==> src/rtl/if_fetch_unit.sv <==
// ---------------------------------------------------------------------------
// if_fetch_unit
//
// Instruction-fetch stage of the 5-stage pipeline. This block owns the
// program counter and drives a combinational-read instruction memory: the
// word for iaddr comes back on instr_in in the same cycle. Fetched words are
// pushed, together with their PC, into a small circular queue. The head of
// the queue is handed to decode over a valid/ready handshake.
//
// A redirect from EX (taken branch, jal or jalr) flushes every queued fetch
// and reloads the PC. If the redirect target is not word-aligned, the PC is
// left unchanged and a sticky misalign_err flag is raised. While that flag is
// set, fetching stops. It stays stopped until an aligned redirect or a reset.
//
// Parameters
//   RESET_PC   PC loaded on reset
//   QDEPTH     fetch-queue entries (power of 2, >= 2)
//   NOP_INSTR  value shown on id_instr while the queue is empty
//
// Ports
//   clk           in   1   rising-edge clock
//   rst           in   1   synchronous reset, active-low
//   redirect_en   in   1   EX redirect request
//   redirect_pc   in   32  redirect target
//   iaddr         out  32  byte address to instruction memory (= PC register)
//   imem_cs_n     out  1   instruction memory select, active-low
//   instr_in      in   32  instruction word for iaddr, same cycle
//   id_valid      out  1   queue head holds a valid instruction
//   id_ready      in   1   decode accepts the head this cycle
//   id_instr      out  32  head instruction (NOP_INSTR when empty)
//   id_pc         out  32  PC of head instruction
//   id_pc_plus4   out  32  id_pc + 4 (mod 2^32)
//   misalign_err  out  1   sticky: redirect target was not word-aligned
// ---------------------------------------------------------------------------
module if_fetch_unit #(
  parameter logic [31:0] RESET_PC  = 32'h0000_0000,
  parameter int          QDEPTH    = 2,
  parameter logic [31:0] NOP_INSTR = 32'h0000_0013
) (
  input  logic        clk,
  input  logic        rst,
  input  logic        redirect_en,
  input  logic [31:0] redirect_pc,
  output logic [31:0] iaddr,
  output logic        imem_cs_n,
  input  logic [31:0] instr_in,
  output logic        id_valid,
  input  logic        id_ready,
  output logic [31:0] id_instr,
  output logic [31:0] id_pc,
  output logic [31:0] id_pc_plus4,
  output logic        misalign_err
);

  localparam int CNT_W = $clog2(QDEPTH + 1);
  localparam int PTR_W = $clog2(QDEPTH);

  localparam logic [CNT_W-1:0] CNT_FULL = CNT_W'(QDEPTH);
  localparam logic [CNT_W-1:0] CNT_ONE  = CNT_W'(1);
  localparam logic [PTR_W-1:0] PTR_ONE  = PTR_W'(1);

  // Control state (reset)
  logic [31:0]      r_pc;
  logic [CNT_W-1:0] r_count;
  logic [PTR_W-1:0] r_rd_ptr;
  logic [PTR_W-1:0] r_wr_ptr;
  logic             r_misalign;

  // Queue storage (data only, never reset)
  logic [31:0] r_instr_q [QDEPTH];
  logic [31:0] r_pc_q    [QDEPTH];

  logic w_valid;
  logic w_pop;
  logic w_fetch_en;
  logic w_not_full;
  logic w_target_aligned;

  assign w_valid          = (r_count != '0);
  assign w_pop            = w_valid & id_ready;
  assign w_not_full       = (r_count < CNT_FULL);
  assign w_target_aligned = (redirect_pc[1:0] == 2'b00);

  // A full queue can still take a new word in the same cycle that its head
  // leaves. Fetching also stops while reset, a redirect or a misalignment
  // error is active. This keeps iaddr steady and the memory deselected.
  assign w_fetch_en = rst & ~r_misalign & ~redirect_en & (w_not_full | w_pop);

  assign iaddr     = r_pc;
  assign imem_cs_n = ~w_fetch_en;

  // The head comes only from storage, never from instr_in. A word fetched in
  // cycle N therefore shows up on id_* in cycle N+1. An empty queue shows a
  // NOP with PC 0, so nothing undefined reaches decode.
  assign id_valid     = w_valid;
  assign id_instr     = w_valid ? r_instr_q[r_rd_ptr] : NOP_INSTR;
  assign id_pc        = w_valid ? r_pc_q[r_rd_ptr]    : 32'h0000_0000;
  assign id_pc_plus4  = id_pc + 32'd4;
  assign misalign_err = r_misalign;

  // ---- fetch -> queue boundary: control registers ----
  always_ff @(posedge clk) begin
    if (!rst) begin
      r_pc       <= RESET_PC;
      r_count    <= '0;
      r_rd_ptr   <= '0;
      r_wr_ptr   <= '0;
      r_misalign <= 1'b0;
    end else if (redirect_en) begin
      // A redirect flushes the queue. The head is dropped even if decode is
      // ready this cycle, so no pop is counted.
      r_count  <= '0;
      r_rd_ptr <= '0;
      r_wr_ptr <= '0;
      if (w_target_aligned) begin
        r_pc       <= redirect_pc;
        r_misalign <= 1'b0;
      end else begin
        r_misalign <= 1'b1;
      end
    end else begin
      if (w_fetch_en) begin
        r_pc     <= r_pc + 32'd4;
        r_wr_ptr <= r_wr_ptr + PTR_ONE;
      end
      if (w_pop) begin
        r_rd_ptr <= r_rd_ptr + PTR_ONE;
      end
      case ({w_fetch_en, w_pop})
        2'b10:   r_count <= r_count + CNT_ONE;
        2'b01:   r_count <= r_count - CNT_ONE;
        default: r_count <= r_count;
      endcase
    end
  end

  // ---- fetch -> queue boundary: entry storage ----
  always_ff @(posedge clk) begin
    if (w_fetch_en) begin
      r_instr_q[r_wr_ptr] <= instr_in;
      r_pc_q[r_wr_ptr]    <= r_pc;
    end
  end

endmodule

==> config.mk <==
export PLATFORM = sky130hd
export DESIGN_NAME = if_fetch_unit
export DESIGN_NICKNAME = d
export VERILOG_FILES = /design/src/rtl/if_fetch_unit.sv
export SDC_FILE = /design/constraint.sdc
export NUM_CORES = 1
export LEC_CHECK = 0
export CORE_UTILIZATION = 53
export CTS_CLUSTER_DIAMETER = 150
export CTS_CLUSTER_SIZE = 10
export DETAILED_ROUTE_END_ITERATION = 10
export HOLD_SLACK_MARGIN = 0.03
export MAX_ROUTING_LAYER = met4
export PLACE_DENSITY = 0.86
export RECOVER_POWER = 25
export SYNTH_ARGS = -nofsm -noshare
export SYNTH_HDL_FRONTEND = slang
export SYNTH_SLANG_ARGS = --single-unit
==> constraint.sdc <==
create_clock -name clk -period 11.3 [get_ports clk]
set_input_delay 1.13 -clock clk [delete_from_list [all_inputs] [get_ports clk]]
set_output_delay 1.13 -clock clk [all_outputs]
set_load 0.02 [all_outputs]
### After elaboration in Yosys (flattened, before gate mapping)

Memories as Yosys holds them, arrays and structs flattened. A register that Yosys moved wholly into a read port is not among the register bits.
Cells that the tools add are included.

| word-level totals | value |
|---|---|
| memories | 2 |
| output and inout bits | 131 |
| word-level logic and storage cells | 45 |
| bits in writable memories | 128 |
| input port bits | 68 |
| register bits after elaboration | 37 |

| operators by class | value |
|---|---|
| multiplexer cells | 13 |
| reduce and logical (&&, ||, !) cells | 6 |
| $lt $le $gt $ge | 1 |
| bitwise logic cells | 9 |
| $add $sub $neg | 6 |
| equality and inequality tests | 3 |

Memories:

| name | depth | width | read ports | clocked after Yosys merged registers in | write ports | RTL line | text |
|---|---|---|---|---|---|---|---|
| r_instr_q | 2 | 32 | 1 | 1 | 1 | 70 | `logic [31:0] r_instr_q [QDEPTH];` |
| r_pc_q | 2 | 32 | 1 | 1 | 1 | 71 | `logic [31:0] r_pc_q [QDEPTH];` |

Operators by type and width:

| operator | number |
|---|---|
| $mux 32 | 5 |
| $add 32x3->32 const B | 2 |
| $mux 1 | 7 |
| $reduce_bool 2->1 | 3 |
| $and 1x1->1 | 4 |
| $not 1->1 | 4 |
| $pmux 2 s2 | 1 |
| $add 1x1->1 const B | 2 |
| $add 2x1->2 const B | 1 |
| $eq 2x1->1 const B | 1 |
| $eq 2x2->1 const B | 1 |
| $logic_not 2->1 | 1 |
| $lt 2x2->1 const B | 1 |
| $ne 2x1->1 const B | 1 |
| $reduce_and 2->1 | 1 |
| $reduce_or 2->1 | 1 |
| $sub 2x1->2 const B | 1 |
| $or 1x1->1 | 1 |

### Logic depth before layout (Yosys ltp)

Gate-level depths: netlist (run 1).

| depth | value |
|---|---|
| word-level depth | 6 |
| depth in mapped cells | 12 |
| mapped depth without buffers | 9 |

### Least setup slack after synthesis (run 1)

No wires, ideal clock.

| timing | value |
|---|---|
| path kind | input -> register |
| from | input port redirect_en |
| to | memory r_instr_q[0][0], enable pin |
| library setup time | 486 ps |
| data arrival time | 4,533 ps |
| cell stages on the path | 6 |
| data required time | 10,814 ps |
| path slack | 6,281 ps |
| buffers on the path | 2 |
| cells stage by stage | buf_2 > nor2_1 > and3_1 > buf_2 > inv_2 > nor2_1 |

| between the ends | value |
|---|---|
| longest elaborated chain between the ends | 5 |

Ends and longest elaborated chain:

| item | RTL line | text |
|---|---|---|
| start, declared | 42 | `input logic redirect_en,` |
| $not 1->1 | 87 | `assign w_fetch_en = rst & ~r_misalign & ~redirect_en & (w_not_full \| w_pop);` |
| $and 1x1->1 (2 in a row) | 87 |  |
| $mux 1 | 139 | `if (w_fetch_en) begin` |
| $mux 1 (not written as such) | 140 | `r_instr_q[r_wr_ptr] <= instr_in;` |
| end, declared | 70 |  |

Every way passes these cells.

==> results of run 1 <==
-- cells in the final DEF, fill, tap and decap left out, types with 21 or more instances in the layout --
cell type | Yosys | final
clkdlybuf4s50_1 | 0 | 177
edfxtp_1 | 128 | 128
nor2_1 | 85 | 84
mux2i_1 | 71 | 71
nand2_1 | 44 | 44
dfxtp_1 | 38 | 37
nand3_1 | 27 | 27
nor3_1 | 22 | 22
xor2_1 | 21 | 21
dlygate4sd3_1 | 0 | 21
-- flip-flops by register name, summed over array words and instances (netlist names), named ones only --
signal and count:
iaddr 32, misalign_err 1, r_count 2, r_instr_q 64
r_pc_q 64, r_rd_ptr 1, r_wr_ptr 1
-- area by class of cell --
class | count | area, sq um | share of cell area
sequential | 166 | 4610 | 0.440
multi-input combinational | 445 | 2960 | 0.283
timing repair buffer | 205 | 2030 | 0.194
clock buffer | 21 | 514 | 0.0491
tap | 180 | 225 | 0.0215
clock inverter | 11 | 82.6 | 0.00789
inverter | 10 | 37.5 | 0.00359
antenna | 1 | 2.50 | 0.000239
-- worst paths after layout --
check	from	endpoint	slack, ps	cells after the start
max	flip-flop	id_pc_plus4[12]	5980	9
min reg2reg	iaddr[1]	r_pc_q[1][1]	490	0
min	iaddr[1]	r_pc_q[1][1]	490	0
max reg2reg	r_count[1]	r_count[1]	8560	7
-- synthesized netlist by cell type (12+ instances only) --
cell	n	area [sq um]
nor2_1	85	319
nand3_1	27	135
nand2_1	44	165
buf_2	13	65.1
xor2_1	21	184
edfxtp_1	128	3840
nor3_1	22	110
dfxtp_1	38	761
clkbuf_1	12	45.0
mux2i_1	71	711
a21oi_1	18	90.1
o21ai_0	14	70.1
nand4_1	16	100
-- metrics by stage --
step	utilization	hold slack, ps	std cells
2_1_floorplan	-	481	656
3_3_place_gp	0.700	469	1006
3_5_place_dp	0.700	476	1006
4_1_cts	0.742	496	1038
5_1_grt	0.743	521	1039
6_report	0.743	492	1039
-- kinds of logic after synthesis --
logic type               after synthesis  synth area share
AO/OA/AOI/OAI                         87            0.0803
XOR/XNOR                              32            0.0360
adder cells (fa/ha/maj)                3           0.00482
buffers and inverters                 45            0.0323
flip-flops                           166             0.591
multiplexers                          74            0.0955
AND/OR/NAND/NOR                      249             0.160
-- power groups by stage --
stage	combinational, W	sequential (W)	clock, W
finish	0.000143	0.000694	0.000568
global route	0.000152	0.000695	0.000598
CTS	0.000145	0.000693	0.000572
detailed placement	0.000144	0.000706	0
global placement	0.000140	0.000704	0
floorplan	0.0000653	0.000707	0
-- layer usage --
layer	vias to the layer above	share of wire	GRT usage
met5	-	0	-
met4	0	0.0088	0.0821
met3	21	0.083	0.0411
met2	365	0.48	0.450
met1	2996	0.43	0.384
li1	2836	-	-
==> metrics.cfg, run 1 <==
[status]
status = finished, final reports clean

[clocking]
clockBufferDepth = 2
cts_buffers = 17
clk_pin_slew_ps = 70
cts_tree = built
cts_root_buf = clkbuf_16
cts-resized-gates = 0
htree_levels = 4
clkLatencyLatePin_ps = 410
clock-sinks = 166
postCtsSetupBuffers = 0
cts_hold_buf = 0

[sta]
slew_headroom = 0.199
tightest_slew_ps = 1200
hold_viol_final = 0
timing.fmax_mhz = 188
setup_viol = 0
rsz0062_at_grt = no
timing.final.ws_setup_ps = 5980
final.min_clock_period_ps = 5320
clock_skew_ps = 9.69
slew_viol_final = 0
tns_ps = 0
post-route-period-util = 0.471

[worst_setup_path]
crit_type = reg2out
cp-end-kind = primary output
crit_family = buffers and inverters
path_cells = buf_4 -> mux2i_1 -> nor2_1 -> ha_1 -> nor4b_4 -> nand4_2 -> nor4_2 -> xor2_1 -> clkdlybuf4s50_1
slowest_stage = buf_4
start_kind = flip-flop
worstPathArrival_ps = 4190
required_ps = 10170
cp_max_fo = 78
slowest_delay_ps = 850
path_buf_inv = 2

[hold_path]
hp-class = reg2reg

[synthesis]
synth_ff_type = edfxtp_1
synthesis.instances = 656
ys_ff_latch = 166
avgSynthCellArea_sq_um = 11.9
syn_nets = 727
synthesis.area_sq_um = 7790
synth_edf_count = 128
synth_cell_types = 59
yosys_warnings = 0
async_flop_share = 0
yosysSeqAreaShare = 0.591

[detailed_routing]
postRouteAntennaNets = 0
drt-initial-drc-count = 576
vias_per_cell = 5.98
drc = 0
wirelength_um = 20700
num_vias = 6218
firstDrtPassIters = 6
wl_per_cell_um = 19.9

[final_layout]
nFillCells = 917
layout-area-overhead-vs-synth_pct = 34.3
drive_gt1_frac = 0.0758
final_area_sq_um = 10500
fin_nets = 916

[die]
rows = 43
initial_core_util = 0.553
ios = 199
die_x_um = 123
die_y_um = 123
coreArea_sq_um = 14100
die_area_sq_um = 15200

[grt]
grt_pass1_vias = 5991
grt_use_total = 0.285
grt_overflow = 0
grt_antenna_before_repair = 1
grt_pass1_wl_um = 31700
grt_max_degree = 79

[place]
hpwl_um = 14200
place.gp.congestion = 0.881
dpl_cell_area_sq_um = 9870
io_buffers = 198
dp_worst_setup_slack_ps = 6440

[pwr]
p_clk_frac = 0.404
cellLeakagePower_nw = 3.46
comb_power_share = 0.102
switching_share = 0.237
power_density_nw_per_um2 = 134
power_w = 0.00140
pwr-share-seq = 0.494
p_sw_w = 0.000333
p_int_w = 0.00107
peakVddDrop_mv = 0.0863

[job]
drv_cap = 0

Power figures use the tool's default switching activity.
==> inputs of run 2 (changes only) <==
--- a/config.mk
+++ b/config.mk
@@ -5,13 +5,13 @@
 export SDC_FILE = /design/constraint.sdc
 export NUM_CORES = 1
 export LEC_CHECK = 0
-export CORE_UTILIZATION = 53
+export CORE_UTILIZATION = 45
 export CTS_CLUSTER_DIAMETER = 150
 export CTS_CLUSTER_SIZE = 10
 export DETAILED_ROUTE_END_ITERATION = 10
 export HOLD_SLACK_MARGIN = 0.03
 export MAX_ROUTING_LAYER = met4
-export PLACE_DENSITY = 0.86
+export PLACE_DENSITY = 0.77
 export RECOVER_POWER = 25
 export SYNTH_ARGS = -nofsm -noshare
 export SYNTH_HDL_FRONTEND = slang
==> constraint.sdc (replaced) <==
create_clock -name clk -period 4.4 [get_ports clk]
set_input_delay 0.44 -clock clk [delete_from_list [all_inputs] [get_ports clk]]
set_output_delay 0.44 -clock clk [all_outputs]
set_load 0.02 [all_outputs]
==> run 2 against run 1 <==
  * Global-route usage shrank 5.2 points
  * Largest cell class unchanged
  * Register-to-register slack worse by 6500 ps
  * Clock power increased by 140%
  * Utilization shrank 11 points
  * First-iteration DRC count fell by 27%
==> metrics.cfg, run 2 (synthesized netlist as in run 1, its figures left out) <==
[status]
status = finished, final reports clean

[worst_setup_path]
crit_type = reg2out
cp_max_fo = 25  ; -68%
reg2reg_depth = 6  ; -1
worstPathArrival_ps = 3520  ; -670 ps
start_kind = flip-flop
cp-end-kind = primary output
reg2reg_setup_slack_ps = 2070  ; -6490 ps
reg2reg_from = r_count[1]
required_ps = 3960  ; -6210 ps
reg2reg_to = r_count[1]

[final_layout]
multi_input_area_sq_um = 2960  ; unchanged
utilization = 0.629  ; -0.113
seq_area_sq_um = 4610  ; unchanged
final_cell_mix = 166 x clkdlybuf4s50_1, 128 x edfxtp_1, 84 x nor2_1
final_area_sq_um = 10600  ; +0.80%
finalNonFillerCells = 1085  ; +4.4%
drive_gt1_frac = 0.0730  ; -0.00276
fin_nets = 921  ; +0.55%
final_common_cell = clkdlybuf4s50_1
layout-area-overhead-vs-synth_pct = 35.4
nFillCells = 1368  ; +49%

[sta]
post-route-period-util = 0.899
rsz0062_at_grt = no
slew_viol_final = 0  ; unchanged
slew_headroom = 0.285  ; +0.0865
setup_viol = 0  ; unchanged
tightest_slew_ps = 1070  ; -133 ps
final.min_clock_period_ps = 3960
clock_skew_ps = 10.2  ; +0.469 ps
tns_ps = 0  ; unchanged
timing.fmax_mhz = 253
hold_viol_final = 0  ; unchanged

[clocking]
htree_levels = 4  ; unchanged
cts_root_buf = clkbuf_16
clockBufferDepth = 2  ; unchanged
clkLatencyLatePin_ps = 420  ; about the same
clock-sinks = 166  ; unchanged
cts_tree = built
clk_pin_slew_ps = 60  ; about the same
cts_buffers = 17  ; unchanged
cts-resized-gates = 0  ; unchanged

[detailed_routing]
drc = 0  ; unchanged
wl_per_cell_um = 18.4  ; -7.6%
firstDrtPassIters = 5  ; -1
num_vias = 6061  ; -2.5%
postRouteAntennaNets = 0  ; unchanged
wirelength_um = 20000  ; -3.5%
vias_per_cell = 5.59  ; -6.7%
drt-initial-drc-count = 420  ; -27%

[grt]
grt_use_total = 0.233  ; -0.0519
grt_overflow = 0  ; unchanged
grt_pass1_wl_um = 30800  ; -2.7%
grt_antenna_before_repair = 2  ; +1
grt_max_degree = 65  ; -18%
grt_pass1_vias = 5647  ; -5.7%

[hold_path]
hp-class = reg2reg
min_to = r_pc_q[0][1]
hold_path_depth = 0  ; unchanged
min_from = iaddr[1]

[die]
die_area_sq_um = 17800  ; +17%
initial_core_util = 0.465  ; -0.0879
coreArea_sq_um = 16800  ; +19%
rows = 47  ; +9.3%
die_y_um = 134  ; +8.4%
ios = 199  ; unchanged
die_x_um = 134  ; +8.4%

[job]
drv_cap = 0  ; unchanged

[place]
dpl_cell_area_sq_um = 9970  ; +1.1%
hpwl_um = 14100  ; -0.24%
io_buffers = 198  ; unchanged
place.gp.congestion = 0.951  ; +7.9%
dpl.cell_count = 1050  ; +4.4%

[pwr]
power_w = 0.00354  ; +150%
p_int_w = 0.00274  ; +160%
p_clk_frac = 0.393  ; -0.011
power_density_nw_per_um2 = 335  ; +150%
pwr-share-seq = 0.503  ; +0.009
comb_power_share = 0.103  ; about the same
p_sw_w = 0.000801  ; +140%
cellLeakagePower_nw = 3.46  ; -0.11%
switching_share = 0.227  ; -0.0109
peakVddDrop_mv = 0.272  ; +210%

## run 2: per-stage QoR
stage	setup WS [ps]	hold WS [ps]
6_report	444	483
5_1_grt	190	498
4_1_cts	146	490
3_5_place_dp	615	475
3_3_place_gp	771	471
2_1_floorplan	70.8	481
## run 2: worst max path at each step
stage                                 end  slack, ps
after global routing      id_pc_plus4[26]        190
after global placement    id_pc_plus4[26]        770
after detailed placement  id_pc_plus4[26]        620
final                     id_pc_plus4[26]        440
after CTS                 id_pc_plus4[26]        150
after floorplan           r_instr_q[0][0]         70
## run 2: area by class of cell
type,count,area share
repair buffers,210,0.200
multi-input cells,445,0.281
clock buffers,22,0.0421
clock inverters,10,0.0103
inverters,10,0.00356
well taps,220,0.0261
diodes,2,0.000474
flip-flops and latches,166,0.437
## run 2: power groups by stage
stage | Clock, W | Combinational (W) | Sequential, W
3_5_place_dp | 0 | 0.000368 | 0.00181
5_1_grt | 0.00147 | 0.000390 | 0.00178
2_1_floorplan | 0 | 0.000168 | 0.00182
4_1_cts | 0.00141 | 0.000371 | 0.00178
3_3_place_gp | 0 | 0.000365 | 0.00181
6_report | 0.00139 | 0.000366 | 0.00178
## run 2: what timing repair did
item	CTS	global route
setup buffers	0	1
setup endpoints to repair	0	7
hold buffers	0	0
## run 2: metal layers
metal,wire [um],part of all wire,track usage,vias to the layer above
met4,319,0.016,0.0732,0
met3,1640,0.082,0.0468,22
met1,8970,0.45,0.323,2873
met5,0,0,-,-
li1,-,-,-,2846
met2,9050,0.45,0.344,320
## run 2: critical path, stage by stage (launching register included)
cell and delay [ps]:
dfxtp_4 530, buf_4 400, mux2i_1 170, nor3_1 310
nand4_2 360, nor4_1 490, xor2_1 190, clkdlybuf4s50_1 630
==> inputs of run 3 (changes only) <==
--- a/config.mk
+++ b/config.mk
@@ -11,7 +11,7 @@
 export DETAILED_ROUTE_END_ITERATION = 10
 export HOLD_SLACK_MARGIN = 0.03
 export MAX_ROUTING_LAYER = met4
-export PLACE_DENSITY = 0.77
+export PLACE_DENSITY = 0.76
 export RECOVER_POWER = 25
 export SYNTH_ARGS = -nofsm -noshare
 export SYNTH_HDL_FRONTEND = slang
==> run 3 against run 2 <==
  * Sequential share of layout area down 0.13 points
  * Register-to-register slack worse by 40 ps
  * First-iteration DRC count up 19%
  * Hold slack better by 13 ps
  * Critical endpoint unchanged
==> metrics.cfg, run 3 (synthesized netlist as in run 1, its figures left out) <==
[status]
status = finished, final reports clean

[pwr]
power_w = 0.00367  ; +3.9%
power_density_nw_per_um2 = 347  ; +3.6%
peakVddDrop_mv = 0.317  ; +17%
cellLeakagePower_nw = 3.48  ; +0.68%

[final_layout]
final_common_cell = clkdlybuf4s50_1
diodes = 0  ; -2
fin_nets = 919  ; -0.22%
drive_gt1_frac = 0.0778  ; +0.00482
final_cell_mix = 166 x clkdlybuf4s50_1, 128 x edfxtp_1, 84 x nor2_1
layout-area-overhead-vs-synth_pct = 35.8
utilization = 0.631  ; +0.00194

[hold_path]
hp-class = reg2reg
min_from = iaddr[0]

[detailed_routing]
wl_per_cell_um = 19.1  ; +3.8%
postRouteAntennaNets = 0  ; unchanged
drc = 0  ; unchanged
num_vias = 6202  ; +2.3%
vias_per_cell = 5.74  ; +2.7%
firstDrtPassIters = 5  ; unchanged
drt-initial-drc-count = 499  ; +19%
wirelength_um = 20700  ; +3.4%

[sta]
holdWs_ps = 496  ; +12.9 ps
slew_headroom = 0.157  ; -0.128
tns_ps = 0  ; unchanged
slew_viol_final = 0  ; unchanged
post-route-period-util = 0.925  ; +0.0258
hold_viol_final = 0  ; unchanged
setup_viol = 0  ; unchanged
clock_skew_ps = 9.37  ; -0.790 ps
rsz0062_at_grt = no
timing.fmax_mhz = 246  ; -2.8%
final.min_clock_period_ps = 4070  ; +114 ps
tightest_slew_ps = 1260  ; +192 ps

[clocking]
clkLatencyLatePin_ps = 430  ; about the same
clock-sinks = 166  ; unchanged
cts_buffers = 17  ; unchanged
clk_pin_slew_ps = 60  ; about the same
cts_tree = built
cts_root_buf = clkbuf_16
clockBufferDepth = 2  ; unchanged
htree_levels = 4  ; unchanged
cts_hold_buf = 0  ; unchanged

[worst_setup_path]
cp_max_fo = 36  ; +44%
cp-end-kind = primary output
worstPathArrival_ps = 3630  ; +110 ps
start_kind = flip-flop
required_ps = 3960  ; about the same
crit_type = reg2out
reg2reg_from = iaddr[12]

[die]
die_y_um = 134  ; unchanged
coreArea_sq_um = 16800  ; unchanged
ios = 199  ; unchanged
initial_core_util = 0.465  ; unchanged
die_x_um = 134  ; unchanged
die_area_sq_um = 17800  ; unchanged
rows = 47  ; unchanged

[grt]
grt_use_total = 0.242  ; +0.00915
grt_max_degree = 65  ; unchanged
grt_overflow = 0  ; unchanged
grt_pass1_wl_um = 32200  ; +4.6%
grt_antenna_before_repair = 0  ; -2
grt_pass1_vias = 6014  ; +6.5%

[job]
drv_cap = 0  ; unchanged

[place]
hpwl_um = 14700  ; +3.9%
io_buffers = 198  ; unchanged
place.gp.congestion = 0.980  ; +3.0%

==> run 3: worst max-delay path, stage by stage, from the launching register on <==
cell and delay, ps:
dfxtp_4 660, buf_6 360, mux2i_1 150, nor3_1 320, nand4_2 360, nor4_1 490, xor2_1 200, clkdlybuf4s50_1 640
==> run 3: layout make-up <==
| cell class | count | area [sq um] |
|---|---|---|
| Tap cell | 220 | 275 |
| Timing Repair Buffer | 208 | 2090 |
| Inverter | 10 | 37.5 |
| Clock inverter | 13 | 171 |
| Sequential cell | 166 | 4610 |
| Clock buffer | 19 | 443 |
| Fill cell | 1288 | 6180 |
| Multi-Input combinational cell | 445 | 2960 |
==> run 3: repair_timing <==
action,CTS,global route
hold endpoints to repair,0,0
resized for setup,0,1
buffers inserted,0,0
endpoints found under the setup margin,0,1
==> run 3: path summary, 6_finish.rpt <==
kind | to | slack, ps | cells past startpoint
max | id_pc_plus4[26] | 330 | 7
min | r_pc_q[1][0] | 500 | 0
max reg2reg | iaddr[21] | 2030 | 5
min reg2reg | r_pc_q[1][0] | 500 | 0
==> run 3: through the flow <==
step                cells  worst slack [ps]  cell area, sq um
floorplan             656              70.8              7790
global placement     1049               862              9960
detailed placement   1049               642              9960
CTS                  1081               198             10600
global route         1081               130             10600
finish               1081               331             10600
==> run 3: where the power goes <==
part	internal, W	total [W]	leakage [nW]	switching [W]
Clock	0.000915	0.00153	0.295	0.000611
Sequential	0.00174	0.00178	1.47	0.0000457
Combinational	0.000169	0.000366	1.72	0.000197
==> run 3: per-layer routing <==
metal	GRT usage	vias to the layer above	routed length [um]
met3	0.0411	33	1760
li1	-	2845	-
met1	0.326	2940	9030
met2	0.363	384	9470
met4	0.0997	0	408
met5	-	-	0
